[src/rtl/sram_burst_top.sv]
// -----------------------------------------------------------------------------
// sram_burst_top
//
// Serial-load SRAM with a burst controller. A COLS-bit MSB-first shift
// register feeds a hold register. A three-state controller
// (IDLE / WR_BURST / RD_BURST) drives a ROWS x COLS array. Reads go through a
// READ_LAT-deep pipeline, and burst addresses wrap from row ROWS-1 to row 0.
//
// Optional feature, selected by the macro SRAM_PARITY_EN:
//   - Each row stores an even-parity bit.
//   - The parity_err port is added. It is aligned with data_valid.
//
// Ports:
//   clk        : system clock, rising edge
//   arst       : asynchronous reset, active-high (the array is not reset)
//   serial_in  : serial data bit
//   shift      : shift serial_in into the shift register
//   load       : copy the shift register to the hold register
//                (in WR_BURST, also write the next burst word)
//   w_en/r_en  : write / read request (accepted only in IDLE, one at a time)
//   addr       : start row, sampled on an accepted request
//   burst_len  : burst words minus one, sampled on an accepted request
//   busy       : burst in progress, or read words still in flight
//   data_valid : data_out carries a read word this cycle
//   data_out   : read data; holds its last value between words
//   err        : one-cycle pulse after a rejected request
//   parity_err : (SRAM_PARITY_EN only) stored parity mismatch on the read word
// -----------------------------------------------------------------------------
module sram_burst_top #(
  parameter int ROWS     = 16,
  parameter int COLS     = 8,
  parameter int READ_LAT = 1,
  parameter int BURST_W  = 3
) (
  input  logic                    clk,
  input  logic                    arst,
  input  logic                    serial_in,
  input  logic                    shift,
  input  logic                    load,
  input  logic                    w_en,
  input  logic                    r_en,
  input  logic [$clog2(ROWS)-1:0] addr,
  input  logic [BURST_W-1:0]      burst_len,
  output logic                    busy,
  output logic                    data_valid,
  output logic [COLS-1:0]         data_out,
`ifdef SRAM_PARITY_EN
  output logic                    parity_err,
`endif
  output logic                    err
);

  localparam int AW = $clog2(ROWS);
`ifdef SRAM_PARITY_EN
  localparam int MW = COLS + 1;
`else
  localparam int MW = COLS;
`endif

  typedef enum logic [1:0] {IDLE, WR_BURST, RD_BURST} state_t;

  state_t             state, state_d;
  logic [AW-1:0]      ptr, ptr_d;
  logic [BURST_W-1:0] rem, rem_d;

  logic [COLS-1:0]    sr, hold;
  logic [MW-1:0]      mem [ROWS];

  logic               mem_we;
  logic [AW-1:0]      mem_waddr;
  logic [COLS-1:0]    mem_wdata;
  logic               rd_vld_p0;
  logic [AW-1:0]      rd_row_p0;
  logic [MW-1:0]      rd_word_p0;
  logic               err_d;

  logic               last_vld;
  logic [MW-1:0]      last_word;
  logic               rd_inflight;

  // Stored word format: data, with the even-parity bit on top when enabled.
  function automatic logic [MW-1:0] pack_word(input logic [COLS-1:0] d);
`ifdef SRAM_PARITY_EN
    return {^d, d};
`else
    return d;
`endif
  endfunction

  // Serial front end. It runs regardless of controller state. On a
  // simultaneous shift and load, hold captures sr's pre-shift value.
  always_ff @(posedge clk or posedge arst) begin
    if (arst) begin
      sr   <= '0;
      hold <= '0;
    end else begin
      if (shift) sr   <= {sr[COLS-2:0], serial_in};
      if (load)  hold <= sr;
    end
  end

  // Controller state register.
  always_ff @(posedge clk or posedge arst) begin
    if (arst) begin
      state <= IDLE;
      ptr   <= '0;
      rem   <= '0;
    end else begin
      state <= state_d;
      ptr   <= ptr_d;
      rem   <= rem_d;
    end
  end

  // Next-state logic. rem counts the words still to come after the first one.
  always_comb begin
    state_d = state;
    ptr_d   = ptr;
    rem_d   = rem;
    case (state)
      IDLE: begin
        if (w_en ^ r_en) begin
          ptr_d = addr + AW'(1);
          rem_d = burst_len;
          if (burst_len != '0) state_d = w_en ? WR_BURST : RD_BURST;
        end
      end
      WR_BURST: begin
        if (load) begin
          ptr_d = ptr + AW'(1);
          rem_d = rem - BURST_W'(1);
          if (rem == BURST_W'(1)) state_d = IDLE;
        end
      end
      RD_BURST: begin
        ptr_d = ptr + AW'(1);
        rem_d = rem - BURST_W'(1);
        if (rem == BURST_W'(1)) state_d = IDLE;
      end
      default: state_d = IDLE;
    endcase
  end

  // Output decode. In IDLE, the first burst word comes from hold. Later
  // burst words come straight from sr on each load.
  always_comb begin
    mem_we    = 1'b0;
    mem_waddr = ptr;
    mem_wdata = sr;
    rd_vld_p0 = 1'b0;
    rd_row_p0 = ptr;
    err_d     = 1'b0;
    case (state)
      IDLE: begin
        if (w_en && r_en) begin
          err_d = 1'b1;
        end else if (w_en) begin
          mem_we    = 1'b1;
          mem_waddr = addr;
          mem_wdata = hold;
        end else if (r_en) begin
          rd_vld_p0 = 1'b1;
          rd_row_p0 = addr;
        end
      end
      WR_BURST: begin
        err_d  = w_en | r_en;
        mem_we = load;
      end
      RD_BURST: begin
        err_d     = w_en | r_en;
        rd_vld_p0 = 1'b1;
      end
      default: ;
    endcase
  end

  always_ff @(posedge clk or posedge arst) begin
    if (arst) err <= 1'b0;
    else      err <= err_d;
  end

  // Storage array. It has no reset, so contents survive arst.
  always_ff @(posedge clk) begin
    if (mem_we) mem[mem_waddr] <= pack_word(mem_wdata);
  end

  // Stage p0: the read is issued. The array is read combinationally, so a
  // write committed on the previous edge is already visible.
  assign rd_word_p0 = mem[rd_row_p0];

  generate
    if (READ_LAT == 1) begin : g_lat1
      assign last_vld    = rd_vld_p0;
      assign last_word   = rd_word_p0;
      assign rd_inflight = 1'b0;
    end else begin : g_latn
      logic [READ_LAT-1:1] rd_vld_p;
      logic [MW-1:0]       rd_dat_p [1:READ_LAT-1];

      // Stages p1 .. p(READ_LAT-1): valid is flushed by reset, data is not.
      always_ff @(posedge clk or posedge arst) begin
        if (arst) begin
          rd_vld_p <= '0;
        end else begin
          rd_vld_p[1] <= rd_vld_p0;
          for (int k = 2; k < READ_LAT; k++) rd_vld_p[k] <= rd_vld_p[k-1];
        end
      end

      always_ff @(posedge clk) begin
        if (rd_vld_p0) rd_dat_p[1] <= rd_word_p0;
        for (int k = 2; k < READ_LAT; k++)
          if (rd_vld_p[k-1]) rd_dat_p[k] <= rd_dat_p[k-1];
      end

      assign last_vld    = rd_vld_p[READ_LAT-1];
      assign last_word   = rd_dat_p[READ_LAT-1];
      assign rd_inflight = |rd_vld_p;
    end
  endgenerate

  // Output stage: data_out only updates on a valid word, so it holds its
  // last value between words.
  always_ff @(posedge clk or posedge arst) begin
    if (arst) begin
      data_valid <= 1'b0;
      data_out   <= '0;
`ifdef SRAM_PARITY_EN
      parity_err <= 1'b0;
`endif
    end else begin
      data_valid <= last_vld;
      if (last_vld) data_out <= last_word[COLS-1:0];
`ifdef SRAM_PARITY_EN
      // Even parity over data and stored bit is zero for an intact word.
      parity_err <= last_vld & (^last_word);
`endif
    end
  end

  assign busy = (state != IDLE) || rd_inflight || data_valid;

endmodule

[config.mk]
export PLATFORM = sky130hd
export DESIGN_NAME = sram_burst_top
export DESIGN_NICKNAME = d
export VERILOG_FILES = /design/src/rtl/sram_burst_top.sv
export SDC_FILE = /design/constraint.sdc
export NUM_CORES = 1
export LEC_CHECK = 0
export CORE_ASPECT_RATIO = 0.6
export CORE_UTILIZATION = 40
export CTS_CLUSTER_DIAMETER = 30
export CTS_CLUSTER_SIZE = 14
export DETAILED_ROUTE_END_ITERATION = 12
export GPL_TIMING_DRIVEN = 0
export SLEW_MARGIN = 20
export SYNTH_ARGS = -nofsm -noshare
export SYNTH_HDL_FRONTEND = slang
export SYNTH_SLANG_ARGS = --single-unit
export TNS_END_PERCENT = 50
[constraint.sdc]
create_clock -name clk -period 4.2 [get_ports clk]
set_clock_uncertainty 0.05 [all_clocks]
set_input_delay 1.05 -clock clk [delete_from_list [all_inputs] [get_ports clk]]
set_output_delay 1.05 -clock clk [all_outputs]
set_load 0.02 [all_outputs]
Yosys cells after proc, flatten, opt, wreduce, memory -nomap -nowiden
Memory sizes are Yosys's and may differ from the RTL's. A register that Yosys moved wholly into a read port is not among the register bits.
Index checks and enable logic that the tools add are counted.
Cells by class
  multiplexer cells: 33
  divide/modulo/power cells: 0
  shift operators: 0
  $lt $le $gt $ge: 0
  bitwise operators: 2
  $mul: 0
  eq/ne operators: 6
  add/sub/neg operators: 3
  reductions and logical operators: 9
Operators with widths (number)
  $mux W4: 9
  $mux W8: 3
  $pmux W4 S3: 1
  $mux W2: 5
  $pmux W3 S3: 1
  $add A4 B1 Y4 const B: 2
  $mux W1: 8
  $mux W3: 2
  $ne A2 B2 Y1 const B: 3
  $pmux W1 S2: 3
  $pmux W2 S3: 1
  $reduce_and A3 Y1: 2
  $reduce_bool A3 Y1: 2
  $eq A3 B1 Y1 const B: 1
  $sub A3 B1 Y3 const B: 1
  $eq A2 B1 Y1 const B: 1
  $eq A2 B2 Y1 const B: 1
  $logic_not A2 Y1: 1
  $reduce_bool A2 Y1: 1
  $reduce_or A2 Y1: 1
  $logic_and A1 B1 Y1: 1
  $logic_or A1 B1 Y1: 1
  $or A1 B1 Y1: 1
  $xor A1 B1 Y1: 1
Storage, ports and cells
  bits in writable memories: 128
  memories: 1
  bits in read-only memories: 0
  input port bits: 14
  bits in latches: 0
  logic and storage cells: 61
  bits in registers: 27
  output and inout bits: 11
Memory list
  mem: depth 16, width 8, rd ports 1, clocked after Yosys merged registers in 1, write ports 1, RTL line 67  | logic [MW-1:0] mem [ROWS];

Logic depth before layout (Yosys ltp)
Gate-level depths: netlist (run 1).
  depth after elaboration: 5
  depth in mapped cells: 12
  gate-level depth less buffers: 8

Worst setup path after synthesis (run 1)
No wires, ideal clock.
  path type: input-to-reg
  from: input w_en
  to: memory mem[4][0] (netlist bit) (enable)
  library setup time: 370 ps
  slack: 1184 ps
  data required time: 3780 ps
  arrival time: 2596 ps
  buffers on the path: 2
  cell stages on the path: 7
  cells stage by stage: ha_1 -> or2_2 -> clkbuf_1 -> clkbuf_1 -> nor3b_1 -> o21ai_0 -> nor2_1
Between the ends
  cells in the longest elaborated chain, start to end: 5
  elaborated cells between the ends (all ways): 9
  those cells by class: 8 x mux; 1 x reduce/logical
Ends and longest elaborated chain
  from (decl): RTL line 40  | input logic w_en,
  $mux W1 / $logic_and A1 B1 Y1 (equally long branches): RTL line 157, 155
  $mux W1: RTL line 155  | if (w_en && r_en) begin
  $pmux W1 S2: RTL line 153  | case (state)
  $mux W1: RTL line 185  | if (mem_we) mem[mem_waddr] <= pack_word(mem_wdata);
  $mux W1 (not written as such): RTL line 185
  to (decl): RTL line 67
Parallel ways exist; a longest one is shown, timed or not.

Final worst setup path (run 1)
  from: input w_en
  to: register data_out[4], read port of mem
Between the ends
  cells in the longest elaborated chain, start to end: 3
  elaborated cells between the ends (all ways): 7
  those cells by class: 6 x mux; 1 x reduce/logical
Ends and longest elaborated chain
  $mux W1 (tied with other cells): RTL line 157  | end else if (w_en) begin
  $mux W1 / $mux W4 (equally long branches): RTL line 155
  $pmux W1 S2 / $mux W4 (equally long branches): RTL line 153
  to (decl): RTL line 46  | output logic [COLS-1:0] data_out,
Parallel ways exist; a longest one is shown, timed or not.
A chain may end at the register's enable or synchronous reset.

==> summary.txt, run 1 <==
Status
  – Status: finished clean

Pwr
  – PwrDens: 720 nW/um^2
  – Leak Pwr: 2.90 nW
  – Logic gate share of total power: 34.5%
  – Sequential Power Share: 38.0%
  – P_sw: 2.08 mW
  – Clk pwr share: 27.5%
  – Peak supply drop: 0.282 mV
  – Internal: 3.74 mW
  – Net switching fraction of the power: 35.7%

Global routing
  – Overall routing resource usage: 19.4%
  – First-pass GRT wire length: 25,200 um
  – Grt total ovfl: 0
  – Antenna violations before repair: 2
  – Largest net degree at the start of global routing: 26
  – Vias in the first global route: 4,240

STA
  – RSZ-0062 raised after global routing: false
  – Final min period: 3.73 ns
  – Worst Slack Setup Final: 0.471 ns
  – Slew headroom: 44.4%
  – Final setup violation count: 0
  – Worst-Margin Slew: 0.830 ns
  – Final Hold Slack: 0.456 ns
  – Crit share post-route: 88.8%
  – Fin. Hold Viols: 0
  – Fmax achieved: 268 MHz
  – Slew Limit Fails: 0
  – Post-route setup TNS: 0 ns

Floorplanning
  – Ports: 25
  – DIE WIDTH: 172 um
  – Die height: 104 um
  – Core Area: 16,600 sq um
  – Initial Utilization: 41.8%
  – Site Rows: 36
  – Die ar.: 17,900 sq um

Flow run
  – Max-cap violations: 0

Clock tree
  – CTS tree: built
  – Root Driver: clkbuf_16
  – Post CTS Setup Buffer Count: 0
  – Maximum buffer depth of the clock tree: 2
  – Total CTS buffers: 17
  – Htree depth: 4
  – Worst-Skew Late Latency: 0.42 ns
  – CTS Sinks: 163
  – CTS resizes: 0
  – Number of hold buffers added after cts: 0
  – CTS clk-pin slew, worst paths: 0.07 ns

Placement
  – Routability cong.: 0.801
  – Setup slack at placement: 0.0508 ns
  – Dpl hpwl: 11,300 um
  – PortBufs: 21
  – Area after DPL: 7470 sq um

Worst setup path
  – Worst Path Arrival: 3.95 ns
  – Slowest-stage cell, CP: clkdlybuf4s50_1
  – WS Path Type: in -> reg
  – Startpoint Class: input pin
  – Reg2reg setup slack: 1.02 ns
  – Worst Path Required: 4.43 ns
  – Reg-to-reg critical path endpoint: mem[0][0]$_DFFE_PP_
  – Sequence of cells on the critical path: clkdlybuf4s50_1 -> ha_1 -> and4bb_1 -> buf_6 -> mux2_2 -> nor2_2 -> buf_2 -> nand3_1 -> a31oi_1 -> nor3_1
  – R2r worst-path depth: 9
  – Critical R2R Launch: state[0]$_DFFE_PP0P_
  – Crit path largest cell delay: 0.50 ns
  – CP Max Fanout: 10
  – CP endpoint kind: register

Min path
  – HP Start: hold[2]$_DFFE_PP0P_
  – Hold Path Sink: hold[2]$_DFFE_PP0P_
  – Worst hold path depth: 1
  – Worst min path class: reg -> reg

Logic synthesis
  – Syn Inst Count: 533
  – Seq/Total Area, Yosys: 67.9%
  – Post-synth EDFFs: 128
  – Cell Area, Synth: 6960 sq um
  – Mean Syn Cell Area: 13.0 sq um
  – Ys async rst share: 21.5%
  – Ys Warns: 0
  – Flops & latches, synth: 163
  – Unique masters post-synth: 35
  – Syn nets: 558
  – Post-synth top flop: edfxtp_1

Layout
  – Util after Layout: 48.6%
  – Final Net Count: 599
  – Layout fillers: 1,433
  – Final Cell Area: 8080 sq um
  – Area growth syn-to-layout: 16.1%
  – Seq. cell area: 4720 sq um
  – Share of cells above drive strength 1: 14.3%
  – Area of the multi-input gates: 2000 sq um
  – N_diodes: 0

Detailed routing
  – Vias per cell: 5.31
  – First-pass DRT Iterations: 5
  – Wire length per cell: 20.0 um
  – Via count: 4,330
  – Post-route DRC violation count: 0
  – DRT iter0 DRCs: 389
  – Routed Antenna Nets: 0
  – Final wirelength: 16,300 um
-- state kept, by name, indices dropped and copies added (netlist names) --
signal,count
data_out,8
data_valid,1
err,1
hold,8
mem,128
ptr,4
rem,3
sr,8
state,2
-- synthesized netlist by cell type (3+ instances only) --
| master | number | area (sq um) |
|---|---|---|
| a31oi_1 | 19 | 119 |
| o22ai_1 | 3 | 18.8 |
| o21ai_0 | 16 | 80.1 |
| nor3_1 | 10 | 50.1 |
| a21oi_1 | 5 | 25.0 |
| edfxtp_1 | 128 | 3840 |
| nand2b_1 | 4 | 25.0 |
| inv_1 | 15 | 56.3 |
| nor3b_1 | 5 | 37.5 |
| nand2_1 | 107 | 402 |
| buf_6 | 3 | 33.8 |
| nor2_1 | 27 | 101 |
| buf_2 | 11 | 55.1 |
| mux2_2 | 28 | 315 |
| ha_1 | 11 | 138 |
| dfrtp_1 | 35 | 876 |
| mux2i_1 | 22 | 220 |
| nor2_2 | 3 | 18.8 |
| buf_1 | 3 | 11.3 |
| a32oi_1 | 17 | 149 |
| clkbuf_1 | 8 | 30.0 |
| nand3_1 | 36 | 180 |
-- kinds of logic after synthesis --
logic type | after synthesis | share of synthesized area [%]
buffers and inverters | 44 | 3.40
adders and majority gates | 11 | 1.98
DFF | 163 | 67.9
muxes | 52 | 8.13
and+or+nand+nor | 198 | 12.4
xor gates and xnor gates | 2 | 0.252
AOI/OAI and AO/OA | 63 | 5.97
-- worst max-delay path: cells and delay by family --
| family | cells | cell delay, ns |
|---|---|---|
| AO/OA/AOI/OAI | 1 | 0.43 |
| adder cells (fa/ha/maj) | 1 | 0.27 |
| multiplexers | 1 | 0.37 |
| buffers and inverters | 3 | 0.99 |
| AND/OR/NAND/NOR | 4 | 0.83 |
-- cell type report --
class / count / share of cell area (%)
tap: 228 / 3.53
timing repair buffer: 22 / 2.85
buffer: 29 / 2.23
inverter: 15 / 0.697
clock inverter: 13 / 2.15
clock buffer: 19 / 5.36
multi-input combinational: 326 / 24.8
sequential: 163 / 58.4
-- cells in the final DEF, fill, tap and decap left out, types with 11 or more instances in the layout --
master / netlist / final
edfxtp_1: 128 / 128
nand2_1: 107 / 107
nand3_1: 36 / 36
dfrtp_1: 35 / 35
mux2_2: 28 / 28
nor2_1: 27 / 27
mux2i_1: 22 / 22
clkdlybuf4s50_1: 0 / 21
a31oi_1: 19 / 19
a32oi_1: 17 / 17
clkbuf_16: 0 / 17
o21ai_0: 16 / 16
inv_1: 15 / 14
buf_2: 11 / 11
ha_1: 11 / 11
-- stage by stage --
step                std cells  power, mW
floorplan                 533       3.53
global placement          782       4.18
detailed placement        783       4.24
CTS                       815       5.84
global route              815       6.11
finish                    815       5.82
-- power by group through the flow --
stage          Combinational (mW)  Sequential (mW)  Clock (mW)
2_1_floorplan                1.26             2.27           0
3_3_place_gp                 1.94             2.24           0
3_5_place_dp                 1.99             2.25           0
4_1_cts                      2.00             2.21        1.62
5_1_grt                      2.19             2.24        1.68
6_report                     2.01             2.21        1.60
-- how the worst max path moves through the flow --
stage               from                       to  slack (ns)  depth (start not counted)
finish              w_en  data_out[4]$_DFFE_PP0P_        0.47                         10
global route        w_en     mem[13][3]$_DFFE_PP_        0.27                          7
CTS                 w_en      mem[0][0]$_DFFE_PP_        0.48                          7
detailed placement  w_en      mem[0][5]$_DFFE_PP_        0.05                          7
global placement    w_en     mem[13][5]$_DFFE_PP_        0.14                          7
floorplan           w_en      mem[4][0]$_DFFE_PP_        1.18                          7
-- routing by layer --
layer / routed length (um) / GRT usage (%) / share of wire (%)
met5: 0 / 0 / 0
met4: 93 / 4.80 / 0.57
met3: 908 / 3.42 / 5.6
met2: 7010 / 27.6 / 43
met1: 8270 / 30.2 / 51
No activity file was read; power rests on OpenSTA's default activity.
==> run 2, diff against run 1 <==
- CAP_MARGIN: unset -> 20
==> results of run 2 <==
The final DEF is identical to that of run 1; final timing and power are the same.
==> run 3, diff against run 2 <==
- CORE_MARGIN: unset -> 3
==> run 3 against run 2 <==
Compared with the run above:
- sequential share of layout area is 0.27 points higher
- clock power shrank 6%
- worst setup slack improved by 0.029 ns
- non-clock buffer count stayed put
- combinational power about the same
- worst hold slack is essentially flat
- largest cell class unchanged
==> summary.txt, run 3 (synthesis results as in run 1) <==
Status
  – Status: finished clean

Global routing
  – Vias in the first global route: 4,329
  – Largest net degree at the start of global routing: 27
  – Antenna violations before repair: 0
  – Overall routing resource usage: 18.0%
  – Grt total ovfl: 0
  – First-pass GRT wire length: 25,200 um

STA
  – Worst-Margin Slew: 0.884 ns
  – Slew headroom: 40.8%
  – Final min period: 3.70 ns
  – RSZ-0062 raised after global routing: false
  – Slew Limit Fails: 0
  – Worst Slack Setup Final: 0.500 ns
  – Post-route setup TNS: 0 ns
  – Final Hold Slack: 0.456 ns
  – Fin. Hold Viols: 0
  – Final setup violation count: 0
  – Fmax achieved: 270 MHz
  – Crit share post-route: 88.1%

Pwr
  – Internal: 3.63 mW
  – Net switching fraction of the power: 36.7%
  – P_sw: 2.11 mW
  – PwrDens: 713 nW/um^2
  – Sequential Power Share: 38.7%
  – Peak supply drop: 0.278 mV
  – Leak Pwr: 2.89 nW
  – Logic gate share of total power: 35.0%
  – Clk pwr share: 26.3%

Floorplanning
  – Ports: 25
  – Die ar.: 19,100 sq um
  – Site Rows: 36
  – DIE WIDTH: 176 um
  – Initial Utilization: 41.8%
  – Die height: 108 um
  – Core Area: 16,600 sq um

Clock tree
  – CTS Sinks: 163
  – CTS resizes: 0
  – Total CTS buffers: 17
  – CTS clk-pin slew, worst paths: 0.07 ns
  – Maximum buffer depth of the clock tree: 2
  – Post CTS Setup Buffer Count: 0
  – Worst-Skew Late Latency: 0.42 ns
  – CTS tree: built
  – Root Driver: clkbuf_16
  – Number of hold buffers added after cts: 0
  – Htree depth: 4

Detailed routing
  – Routed Antenna Nets: 0
  – Via count: 4,371
  – DRT iter0 DRCs: 305
  – Post-route DRC violation count: 0
  – First-pass DRT Iterations: 4
  – Wire length per cell: 20.2 um
  – Vias per cell: 5.37
  – Final wirelength: 16,400 um

Layout
  – Layout fillers: 1,462
  – N_diodes: 0
  – Non-Filler Instances: 814
  – Area growth syn-to-layout: 15.6%
  – Most frequent cells in the layout: 128 x edfxtp_1, 107 x nand2_1, 36 x nand3_1
  – Flip-flop count of the largest register after layout: 128
  – Most common cell after layout, fill and taps aside: edfxtp_1
  – Share of cells above drive strength 1: 14.5%
  – Biggest register: mem
  – Final Net Count: 599

Worst setup path
  – Reg2reg setup slack: 0.98 ns
  – R2r worst-path depth: 9
  – Worst Path Required: 4.20 ns
  – Critical R2R Launch: state[0]$_DFFE_PP0P_
  – CP endpoint kind: register
  – Worst Path Arrival: 3.70 ns
  – Reg-to-reg critical path endpoint: mem[13][1]$_DFFE_PP_
  – WS Path Type: in -> reg
  – CP Max Fanout: 10
  – Startpoint Class: input pin

Placement
  – Routability cong.: 0.835
  – PortBufs: 21
  – Setup slack at placement: 0.0191 ns
  – Placed cells: 783
  – Dpl hpwl: 11,500 um

Min path
  – Hold Path Sink: hold[3]$_DFFE_PP0P_
  – Worst min path class: reg -> reg
  – Worst hold path depth: 1
  – HP Start: hold[3]$_DFFE_PP0P_

Flow run
  – Max-cap violations: 0
==> run 3: cell count changes in the layout (fill, tap and decap cells not counted) <==
cell / delta
inv_8: +3
bufinv_16: -2
clkbuf_1: -2
clkinv_2: +1
clkinv_4: -1
==> run 3: power by group through the flow <==
stage | Clock, mW | Sequential (mW) | Combinational (mW)
after detailed placement | 0 | 2.25 | 2.00
after global placement | 0 | 2.24 | 1.93
after floorplan | 0 | 2.27 | 1.26
final | 1.51 | 2.22 | 2.01
after global routing | 1.60 | 2.24 | 2.19
after CTS | 1.53 | 2.22 | 2.01
==> run 3: per-layer routing <==
| layer | up-vias | GRT usage [%] | share of wire, % |
|---|---|---|---|
| li1 | 2036 | - | - |
| met1 | 2192 | 26.4 | 49 |
| met2 | 129 | 26.1 | 43 |
| met3 | 14 | 5.75 | 7.3 |
| met4 | 0 | 4.01 | 0.81 |
| met5 | - | 0 | 0 |
==> run 3: worst max path at each step <==
stage / startpoint / endpoint / slack [ns] / depth (start not counted)
final: w_en / mem[13][1]$_DFFE_PP_ / 0.50 / 7
after global routing: w_en / mem[13][1]$_DFFE_PP_ / 0.31 / 7
after CTS: w_en / mem[13][1]$_DFFE_PP_ / 0.46 / 7
after detailed placement: w_en / mem[13][5]$_DFFE_PP_ / 0.02 / 7
after global placement: w_en / mem[13][2]$_DFFE_PP_ / 0.15 / 7
after floorplan: w_en / mem[4][0]$_DFFE_PP_ / 1.18 / 7
==> run 3: worst max-delay path, cell delays in order <==
cell             delay [ns]
clkdlybuf4s50_1        0.56
ha_1                   0.22
or2_2                  0.13
clkbuf_1               0.20
buf_1                  0.45
a31oi_1                0.33
nor2_1                 0.76
==> run 3: cell type report <==
type,count,area [sq um],area share [%]
Inverter,15,56.3,0.700
Tap cell,228,285,3.55
Timing Repair Buffer,22,230,2.86
Buffer,29,180,2.24
Clock buffer,17,425,5.29
Sequential cell,163,4720,58.7
Multi-Input combinational cell,326,2000,24.9
Clock inverter,14,144,1.79
==> run 3: metrics by stage <==
| stage | util (%) | cell area, sq um | power, mW |
|---|---|---|---|
| floorplan | - | 6960 | 3.53 |
| global placement | 44.8 | 7450 | 4.17 |
| detailed placement | 44.9 | 7470 | 4.25 |
| CTS | 48.4 | 8040 | 5.76 |
| global route | 48.4 | 8040 | 6.04 |
| finish | 48.4 | 8040 | 5.73 |
